$ cat config.mk
export PLATFORM = sky130hd
export DESIGN_NAME = io_timer
export DESIGN_NICKNAME = d
export VERILOG_FILES = /design/src/rtl/io_timer.sv
export SDC_FILE = /design/constraint.sdc
export NUM_CORES = 1
export LEC_CHECK = 0
export CAP_MARGIN = 20
export CORE_MARGIN = 3
export CORE_UTILIZATION = 67
export CTS_BUF_LIST = sky130_fd_sc_hd__clkbuf_4 sky130_fd_sc_hd__clkbuf_8
export DETAILED_ROUTE_END_ITERATION = 8
export GPL_ROUTABILITY_DRIVEN = 0
export PLACE_DENSITY_LB_ADDON = 0.25
export SYNTH_ARGS = -nofsm -noshare
export SYNTH_HDL_FRONTEND = slang
export SYNTH_SLANG_ARGS = --single-unit
$ cat constraint.sdc
create_clock -name clk -period 3.78 [get_ports clk]
set_input_delay 0.945 -clock clk [delete_from_list [all_inputs] [get_ports clk]]
set_output_delay 0.945 -clock clk [all_outputs]
set_load 0.02 [all_outputs]
$ cat src/rtl/io_timer.sv
// Machine timer on the 8-bit IO bus: 64-bit mtime with prescaler, 64-bit mtimecmp, level interrupt.
// Latency: read data registered, valid the cycle after io_en; writes land at the end of the access cycle.
// Backpressure: none; every access completes in one cycle with no wait states.
module io_timer #(
    parameter logic [7:0] BASE = 8'h40
) (
    input  logic        clk,
    input  logic        resetb,
    input  logic [7:0]  io_addr,
    input  logic        io_en,
    input  logic        io_we,
    input  logic [31:0] io_data_write,
    output logic [31:0] io_data_read,
    output logic        irq_mtimecmp
);

    localparam logic [2:0] OFF_MTIME_LO    = 3'd0;
    localparam logic [2:0] OFF_MTIME_HI    = 3'd1;
    localparam logic [2:0] OFF_MTIMECMP_LO = 3'd2;
    localparam logic [2:0] OFF_MTIMECMP_HI = 3'd3;
    localparam logic [2:0] OFF_CTRL        = 3'd4;

    logic [63:0] mtime_q, mtime_d;
    logic [63:0] mtimecmp_q, mtimecmp_d;
    logic        en_q, en_d;
    logic [7:0]  presc_q, presc_d;
    logic [7:0]  pcnt_q, pcnt_d;
    logic [31:0] shadow_q, shadow_d;
    logic [31:0] rdata_q, rdata_d;
    logic        irq_q, irq_d;

    logic        sel;
    logic        wr;
    logic        rd;
    logic [2:0]  off;
    logic        tick;
    logic [31:0] rd_val;

    // Byte-lane bits of the address carry no information for word registers.
    logic        addr_unused;
    assign addr_unused = ^io_addr[1:0];

    assign sel = io_en && (io_addr[7:5] == BASE[7:5]);
    assign off = io_addr[4:2];
    assign wr  = sel && io_we;
    assign rd  = sel && !io_we;

    // A tick fires on the cycle the prescaler count reaches PRESC.
    assign tick = en_q && (pcnt_q == presc_q);

    // Read mux over the register map; holes in the window read as zero.
    always_comb begin
        rd_val = 32'h0;
        case (off)
            OFF_MTIME_LO:    rd_val = mtime_q[31:0];
            OFF_MTIME_HI:    rd_val = shadow_q;
            OFF_MTIMECMP_LO: rd_val = mtimecmp_q[31:0];
            OFF_MTIMECMP_HI: rd_val = mtimecmp_q[63:32];
            OFF_CTRL:        rd_val = {16'h0, presc_q, 7'h0, en_q};
            default:         rd_val = 32'h0;
        endcase
    end

    // Next-state for counter, prescaler, bus writes, read shadow and interrupt.
    always_comb begin
        mtime_d    = mtime_q;
        mtimecmp_d = mtimecmp_q;
        en_d       = en_q;
        presc_d    = presc_q;
        pcnt_d     = 8'h0;
        shadow_d   = shadow_q;
        rdata_d    = rdata_q;
        irq_d      = (mtime_q >= mtimecmp_q);

        // Prescaler keeps counting even when software rewrites mtime.
        if (en_q) begin
            pcnt_d = tick ? 8'h0 : pcnt_q + 8'd1;
        end

        if (tick) begin
            mtime_d = mtime_q + 64'd1;
        end

        // A software write to one mtime half wins over that cycle's tick.
        if (wr) begin
            case (off)
                OFF_MTIME_LO:    mtime_d = {mtime_q[63:32], io_data_write};
                OFF_MTIME_HI:    mtime_d = {io_data_write, mtime_q[31:0]};
                OFF_MTIMECMP_LO: mtimecmp_d[31:0]  = io_data_write;
                OFF_MTIMECMP_HI: mtimecmp_d[63:32] = io_data_write;
                OFF_CTRL: begin
                    en_d    = io_data_write[0];
                    presc_d = io_data_write[15:8];
                    pcnt_d  = 8'h0;
                end
                default: ;
            endcase
        end

        // Reading LO snapshots HI so a LO/HI pair is coherent across a carry.
        if (rd) begin
            rdata_d = rd_val;
            if (off == OFF_MTIME_LO) begin
                shadow_d = mtime_q[63:32];
            end
        end else if (io_en && !io_we) begin
            rdata_d = 32'h0;
        end
    end

    // State registers with synchronous active-low reset.
    always_ff @(posedge clk) begin
        if (!resetb) begin
            mtime_q    <= 64'h0;
            mtimecmp_q <= 64'hFFFF_FFFF_FFFF_FFFF;
            en_q       <= 1'b1;
            presc_q    <= 8'h0;
            pcnt_q     <= 8'h0;
            shadow_q   <= 32'h0;
            rdata_q    <= 32'h0;
            irq_q      <= 1'b0;
        end else begin
            mtime_q    <= mtime_d;
            mtimecmp_q <= mtimecmp_d;
            en_q       <= en_d;
            presc_q    <= presc_d;
            pcnt_q     <= pcnt_d;
            shadow_q   <= shadow_d;
            rdata_q    <= rdata_d;
            irq_q      <= irq_d;
        end
    end

    assign io_data_read = rdata_q;
    assign irq_mtimecmp = irq_q;

endmodule

==> results.sh <==
export IMPL_placed_cells=1678
export IMPL_reg2reg_from="mtime_q[0]$_SDFFE_PN0P_"
export IMPL_finalCritPeriodShare_pct=84.59
export IMPL_wl_um=39030
export IMPL_start_util_pct=68.69
export IMPL_drive_gt1_share_pct=10.27
export IMPL_path_max_fanout=6
export IMPL_worst_setup_path_type="reg2reg"
export IMPL_hold_path_class="reg2reg"
export IMPL_pwr_share_clk_pct=47.7
export IMPL_vias=12370
export IMPL_yosys_area_top_type="dfxtp_1"
export IMPL_numClockSinks=210
export IMPL_port_buffers=74
export IMPL_min_period_ns=3.198
export IMPL_syn_area_per_cell_um2=8.222
export IMPL_clock_path_buffers=3
export IMPL_report_final_hold_viol_count=0
export IMPL_core_area_mm2=0.01736
export IMPL_grt_overflow=0
export IMPL_synth_net_count=1560
export IMPL_grt_max_degree=105
export IMPL_maxCapViolations=0
export IMPL_p_per_area_mw_per_mm2=355.1
export IMPL_drc=0
export IMPL_grt_pass1_wl_um=63100
export IMPL_cp_startpoint="mtime_q[0]$_SDFFE_PN0P_"
export IMPL_ant_nets=0
export IMPL_synth_edff_count=0
export IMPL_post_drt_wl_per_cell_um=22.38
export IMPL_tns_ns=0
export IMPL_ys_ff_latch=210
export IMPL_worstPathRequired_ns=4.24
export IMPL_synth_flop_cell="dfxtp_1"
export IMPL_rsz0062_at_grt="false"
export IMPL_design_area_mm2=0.01371
export IMPL_p_sw_mw=1.196
export IMPL_synth_area_leaders="dfxtp_1 35%, ha_1 6.9%, nand2_1 6.1%"
export IMPL_r2r_cells=7
export IMPL_slew_headroom_pct=25.69
export IMPL_viasPerCell=7.094
export IMPL_setup_viol=0
export IMPL_ir_worst_vdd_mv=0.2818
export IMPL_synth_cell_area_mm2=0.01192
export IMPL_drv_slew=0
export IMPL_regArea_mm2=0.004204
export IMPL_netlist_instances=1450
export IMPL_yosysWarnings=0
export IMPL_r2r_slack_ns=0.58
export IMPL_initialDrtViolationCount=1953
export IMPL_crit_end="mtime_q[60]$_SDFFE_PN0P_"
export IMPL_cts_root_buf="clkbuf_8"
export IMPL_swShare_pct=24.56
export IMPL_first_pass_iters=6
export IMPL_crit_path_start_kind="register"
export IMPL_num_io_pins=77
export IMPL_nets=1602
export IMPL_seq_power_share_pct=46.1
export IMPL_cts_setup_buffers=0
export IMPL_finClkSkew_ns=0.01791
export IMPL_multiInputGateArea_mm2=0.007048
export IMPL_tightest_slew_ns=1.087
export IMPL_r2r_end="mtime_q[60]$_SDFFE_PN0P_"
export IMPL_synth_most_common_cell="dfxtp_1"
export IMPL_fillers=1236
export IMPL_status="complete, no violations"
export IMPL_postCtsHoldBufs=0
export IMPL_synthArstFlopShare_pct=0
export IMPL_insertion_delay_ns=0.55
export IMPL_antenna_found_initial=0
export IMPL_clk_transition_reported_paths_ns=0.06
export IMPL_pwr_share_comb_pct=6.2
export IMPL_leakage_nw=5.476
export IMPL_critical_path_arrival_ns=3.66
export IMPL_postPlaceCellArea_mm2=0.01289
export IMPL_timing_hold_ws_ns=0.4552
export IMPL_die_width_um=139.4
export IMPL_synthTopCellsByCount="210 x dfxtp_1, 195 x nand2_1, 99 x nor2_1, 93 x clkbuf_1"
export IMPL_area_delta_synth_final_pct=14.98
export IMPL_cp_end_kind="register"
export IMPL_n_antenna_cell=0
export IMPL_cts_max_level=2
export IMPL_cts_buffers=37
export IMPL_finalNonFillerCells=1744
export IMPL_synth_yosys_seq_area_share_pct=35.26
export IMPL_final_util_pct=78.97
export IMPL_ys_types=65
export IMPL_dp_hpwl_um=26320
export IMPL_fmax_mhz=312.7
export IMPL_fp_row_count=48
export IMPL_post_cts_resized=0
export IMPL_yosys_area_top_type_share_pct=35.26
export IMPL_cts_tree="yes"
export IMPL_intPower_mw=3.672
export IMPL_grt_use_total_pct=39.55
export IMPL_grt_pass1_vias=11870
export IMPL_die_area_mm2=0.01943
export IMPL_fp_dieH_um=139.4
## cell families (layout without fill, tap and decap cells)
family / Yosys count / after routing / share of synthesized area, %
DFF: 210 / 210 / 35.26
buffers and inverters: 183 / 252 / 5.793
AOI/OAI and AO/OA: 379 / 379 / 21.87
and+or+nand+nor: 548 / 548 / 22.48
xor gates and xnor gates: 17 / 17 / 1.249
muxes: 47 / 47 / 6.413
adders and majority gates: 66 / 66 / 6.927
## how the worst min path moves through the flow
| stage | start | end | slack [ns] | depth (start not counted) |
|---|---|---|---|---|
| 2_1_floorplan | shadow_q[31]$_SDFFE_PN0P_ | shadow_q[31]$_SDFFE_PN0P_ | 0.43 | 2 |
| 3_3_place_gp | shadow_q[5]$_SDFFE_PN0P_ | shadow_q[5]$_SDFFE_PN0P_ | 0.44 | 2 |
| 3_5_place_dp | shadow_q[25]$_SDFFE_PN0P_ | shadow_q[25]$_SDFFE_PN0P_ | 0.45 | 2 |
| 4_1_cts | shadow_q[25]$_SDFFE_PN0P_ | shadow_q[25]$_SDFFE_PN0P_ | 0.46 | 2 |
| 5_1_grt | shadow_q[7]$_SDFFE_PN0P_ | shadow_q[7]$_SDFFE_PN0P_ | 0.47 | 2 |
| 6_report | shadow_q[19]$_SDFFE_PN0P_ | shadow_q[19]$_SDFFE_PN0P_ | 0.46 | 2 |
## stage by stage
step / power [mW] / setup slack (ns)
2_1_floorplan: 2.445 / 1.122
3_3_place_gp: 2.575 / 0.5722
3_5_place_dp: 2.582 / 0.5364
4_1_cts: 4.851 / 0.7904
5_1_grt: 4.981 / 0.4858
6_report: 4.868 / 0.5825
## power groups by stage
| stage | sequential [mW] | clock, mW | combinational, mW |
|---|---|---|---|
| floorplan | 2.29 | 0 | 0.158 |
| global placement | 2.29 | 0 | 0.285 |
| detailed placement | 2.29 | 0 | 0.291 |
| CTS | 2.24 | 2.31 | 0.295 |
| global route | 2.24 | 2.42 | 0.320 |
| finish | 2.24 | 2.32 | 0.304 |
## routing by layer
| layer | wire, um | vias to the layer above | GRT usage [%] |
|---|---|---|---|
| met3 | 4668 | 198 | 8.866 |
| met1 | 15110 | 5755 | 53.06 |
| met4 | 1838 | 0 | 17.46 |
| met5 | 0 | - | 0 |
| li1 | - | 5485 | - |
| met2 | 17420 | 934 | 61.50 |
## cells in the final DEF (no fill, tap or decap), drive strengths merged, types with 9 or more instances in the layout
cell type        n
clkbuf          58
or3             15
a311oi          11
nor3            38
inv             73
nand2          195
ha              66
o211ai          74
and2            12
nor2            99
buf             41
or4              9
dfxtp          210
xnor2           10
o21ai           46
o22ai           10
a31oi           16
nand3           51
mux4            23
and3            24
nor4            19
and4            14
clkdlybuf4s50   71
a21oi           71
mux2i           19
a211oi          16
nand4           48
a21o             9
a22oi           65
o221ai          14
## worst max-delay path, stage by stage (launching register included)
cell	delay [ns]
dfxtp_1	0.43
ha_1	0.22
nand2_1	0.10
or2_2	0.33
nor4_1	0.69
nand4_1	0.58
or3_1	0.52
a31oi_1	0.24
## state kept, by name (all words and copies together) (netlist names)
register	flops
en_q	1
mtimecmp_q	64
mtime_q	64
irq_mtimecmp	1
presc_q	8
pcnt_q	8
shadow_q	32
io_data_read	32
## area by class of cell
class / count / share of cell area, %
flip-flops and latches: 210 / 30.67
multi-input cells: 1057 / 51.42
clock inverters: 8 / 0.5112
inverters: 74 / 2.036
repair buffers: 112 / 7.850
well taps: 225 / 2.054
clock buffers: 58 / 5.459
Power figures use the tool's default switching activity.
==> RTL edit, RTL diff (same flow settings) <==
Put one more register stage on the output `io_data_read`, with the module's reset. The value now appears one clock later. The other outputs are not delayed to match.
--- a/src/rtl/io_timer.sv
+++ b/src/rtl/io_timer.sv
@@ -132,5 +132,11 @@
     end
 
-    assign io_data_read = rdata_q;
+    always_ff @(posedge clk) begin
+        if (!resetb) begin
+            io_data_read <= '0;
+        end else begin
+            io_data_read <= rdata_q;
+        end
+    end
     assign irq_mtimecmp = irq_q;
 
Check against the original RTL: not equivalent (Yosys sat finds a counterexample within 4 cycles, from zero or initial values and one cycle with resetb low).
==> RTL edit against the original RTL <==
  * Area after synthesis rose by 5.4%
  * Global-route usage fell by 2.5 points
  * Worst setup slack improved by 58 ps
  * Design area rose by 3.9%
  * Worst hold slack got worse by 2.9 ps
  * Power rose by 8.2%
  * Synthesized cell count rose by 2.1%
  * Via count fell by 0.74%
  * Sequential cell count rose by 32
  * Wire length fell by 0.95%
  * Cell count rose by 2.0%
  * Sequential share of layout area rose by 3.3 points
  * Largest cell class unchanged
  * Largest power group is now sequential cells
==> RTL edit: results (changes against the original RTL) <==
Synth Area in Adders - 6.57% (was 6.93%)
hold_sp - shadow_q[24]$_SDFFE_PN0P_ (was shadow_q[19]$_SDFFE_PN0P_)
Setup WS pre-CTS - 244 ps (was 536 ps)
leakage - 5.88 nW (was 5.48 nW)
reg2reg end - mtime_q[20]$_SDFFE_PN0P_ (was mtime_q[60]$_SDFFE_PN0P_)
TritonCTS Buffers - 40 (was 37)
worst slew pin tran - 1010 ps (was 1090 ps)
M1 GR Usage - 50.9% (was 53.1%)
top cells by area, synth - dfxtp_1, ha_1, nand2_1, o211ai_1, a21oi_1 (was dfxtp_1, ha_1, nand2_1, o211ai_1, mux4_2)
outcome - finished clean (unchanged)
TritonRoute pass-1 iters - 7 (was 6)
Synth Area in Compound Gates - 20.8% (was 21.9%)
Overall Global Routing Usage - 37.0% (was 39.6%)
VDD IR max - 0.000229 V (was 0.000282 V)
clock skew - 13.9 ps (was 17.9 ps)
met2 Use GR - 55.6% (was 61.5%)
Hold Crit Endpoint - shadow_q[24]$_SDFFE_PN0P_ (was shadow_q[19]$_SDFFE_PN0P_)
fin area - 0.0142 sq mm (was 0.0137 sq mm)
DRT iter0 DRCs - 1847 (was 1953)
Synth Area in XOR/XNOR - 1.12% (was 1.25%)
dpl hpwl - 25800 microns (was 26300 microns)
clock network fraction of design power - 44.6% (was 47.7%)
wire length of the first global-routing pass - 60500 microns (was 63100 microns)
commonest cells in the netlist - dfxtp_1, nand2_1, a21oi_1, o211ai_1, nor2_1 (was dfxtp_1, nand2_1, nor2_1, clkbuf_1)
syn_nets - 1591 (was 1560)
flop-to-flop setup slack - 820 ps (was 580 ps)
Critical Path Source - io_en (was mtime_q[0]$_SDFFE_PN0P_)
Reg-to-Reg Start - mtime_q[1]$_SDFFE_PN0P_ (was mtime_q[0]$_SDFFE_PN0P_)
final WL - 38700 microns (was 39000 microns)
Reg clk slew, reported paths - 60 ps (about the same)
post-cts sizing count - 0 (unchanged)
share of the yosys chip area belonging to registers - 38.6% (was 35.3%)
syn_area_per_cell - 8.48 sq um (was 8.22 sq um)
dpl cell area - 0.0134 sq mm (was 0.0129 sq mm)
FF-to-FF path depth - 6 (was 7)
grt met3 use - 9.58% (was 8.87%)
Yosys cell types - 81 (was 65)
async set-reset flop share out of synthesis - 0% (unchanged)
initial antenna violation count - 2 (was 0)
Hold Slack - 452 ps (was 455 ps)
Pwr Density - 370 mW/mm^2 (was 355 mW/mm^2)
crit path DAT - 3570 ps (was 3660 ps)
vias in the first global route - 11300 (was 11900)
layout cell share with drive strength beyond 1 - 9.16% (was 10.3%)
via count - 12300 (was 12400)
post-synthesis mux area share - 5.09% (was 6.41%)
min Tclk post-route - 3140 ps (was 3200 ps)
largest net degree at the start of global routing - 69 (was 105)
Filler Cell Count - 1273 (was 1236)
Post-synth top flop - dfxtp_1 (unchanged)
crit path to - mtime_q[54]$_SDFFE_PN0P_ (was mtime_q[60]$_SDFFE_PN0P_)
net switching power - 0.00130 W (was 0.00120 W)
## RTL edit: cell types whose count changed in the layout (fill, tap and decap cells not counted), moves of 12 or more
cell and change:
nor2_1 -21, o211ai_1 +12, a22oi_1 -40, a22o_1 +20, nand2_1 +16, a21oi_1 +16, nor3_1 -26, dfxtp_1 +32
and2_1 +37
## RTL edit: layout make-up
class | instances | area share (%)
multi-input combinational | 1062 | 49.3
clock inverter | 10 | 0.431
timing repair buffer | 103 | 6.99
sequential | 242 | 34.0
tap | 229 | 2.01
clock buffer | 59 | 5.26
inverter | 74 | 1.95
## RTL edit: metal layers
| metal | share of wire, % | up-vias |
|---|---|---|
| met5 | 0.034 | - |
| met4 | 4.1 | 2 |
| met3 | 13 | 180 |
| met2 | 44 | 910 |
| met1 | 39 | 5664 |
| li1 | - | 5525 |
## RTL edit: worst max-delay path, stage by stage
cell             delay (ps)
clkdlybuf4s50_1         480
and4bb_1                280
and3_1                  310
buf_4                   320
nand2_1                 580
o21ai_0                 440
a41o_1                  160
nor2_1                   50
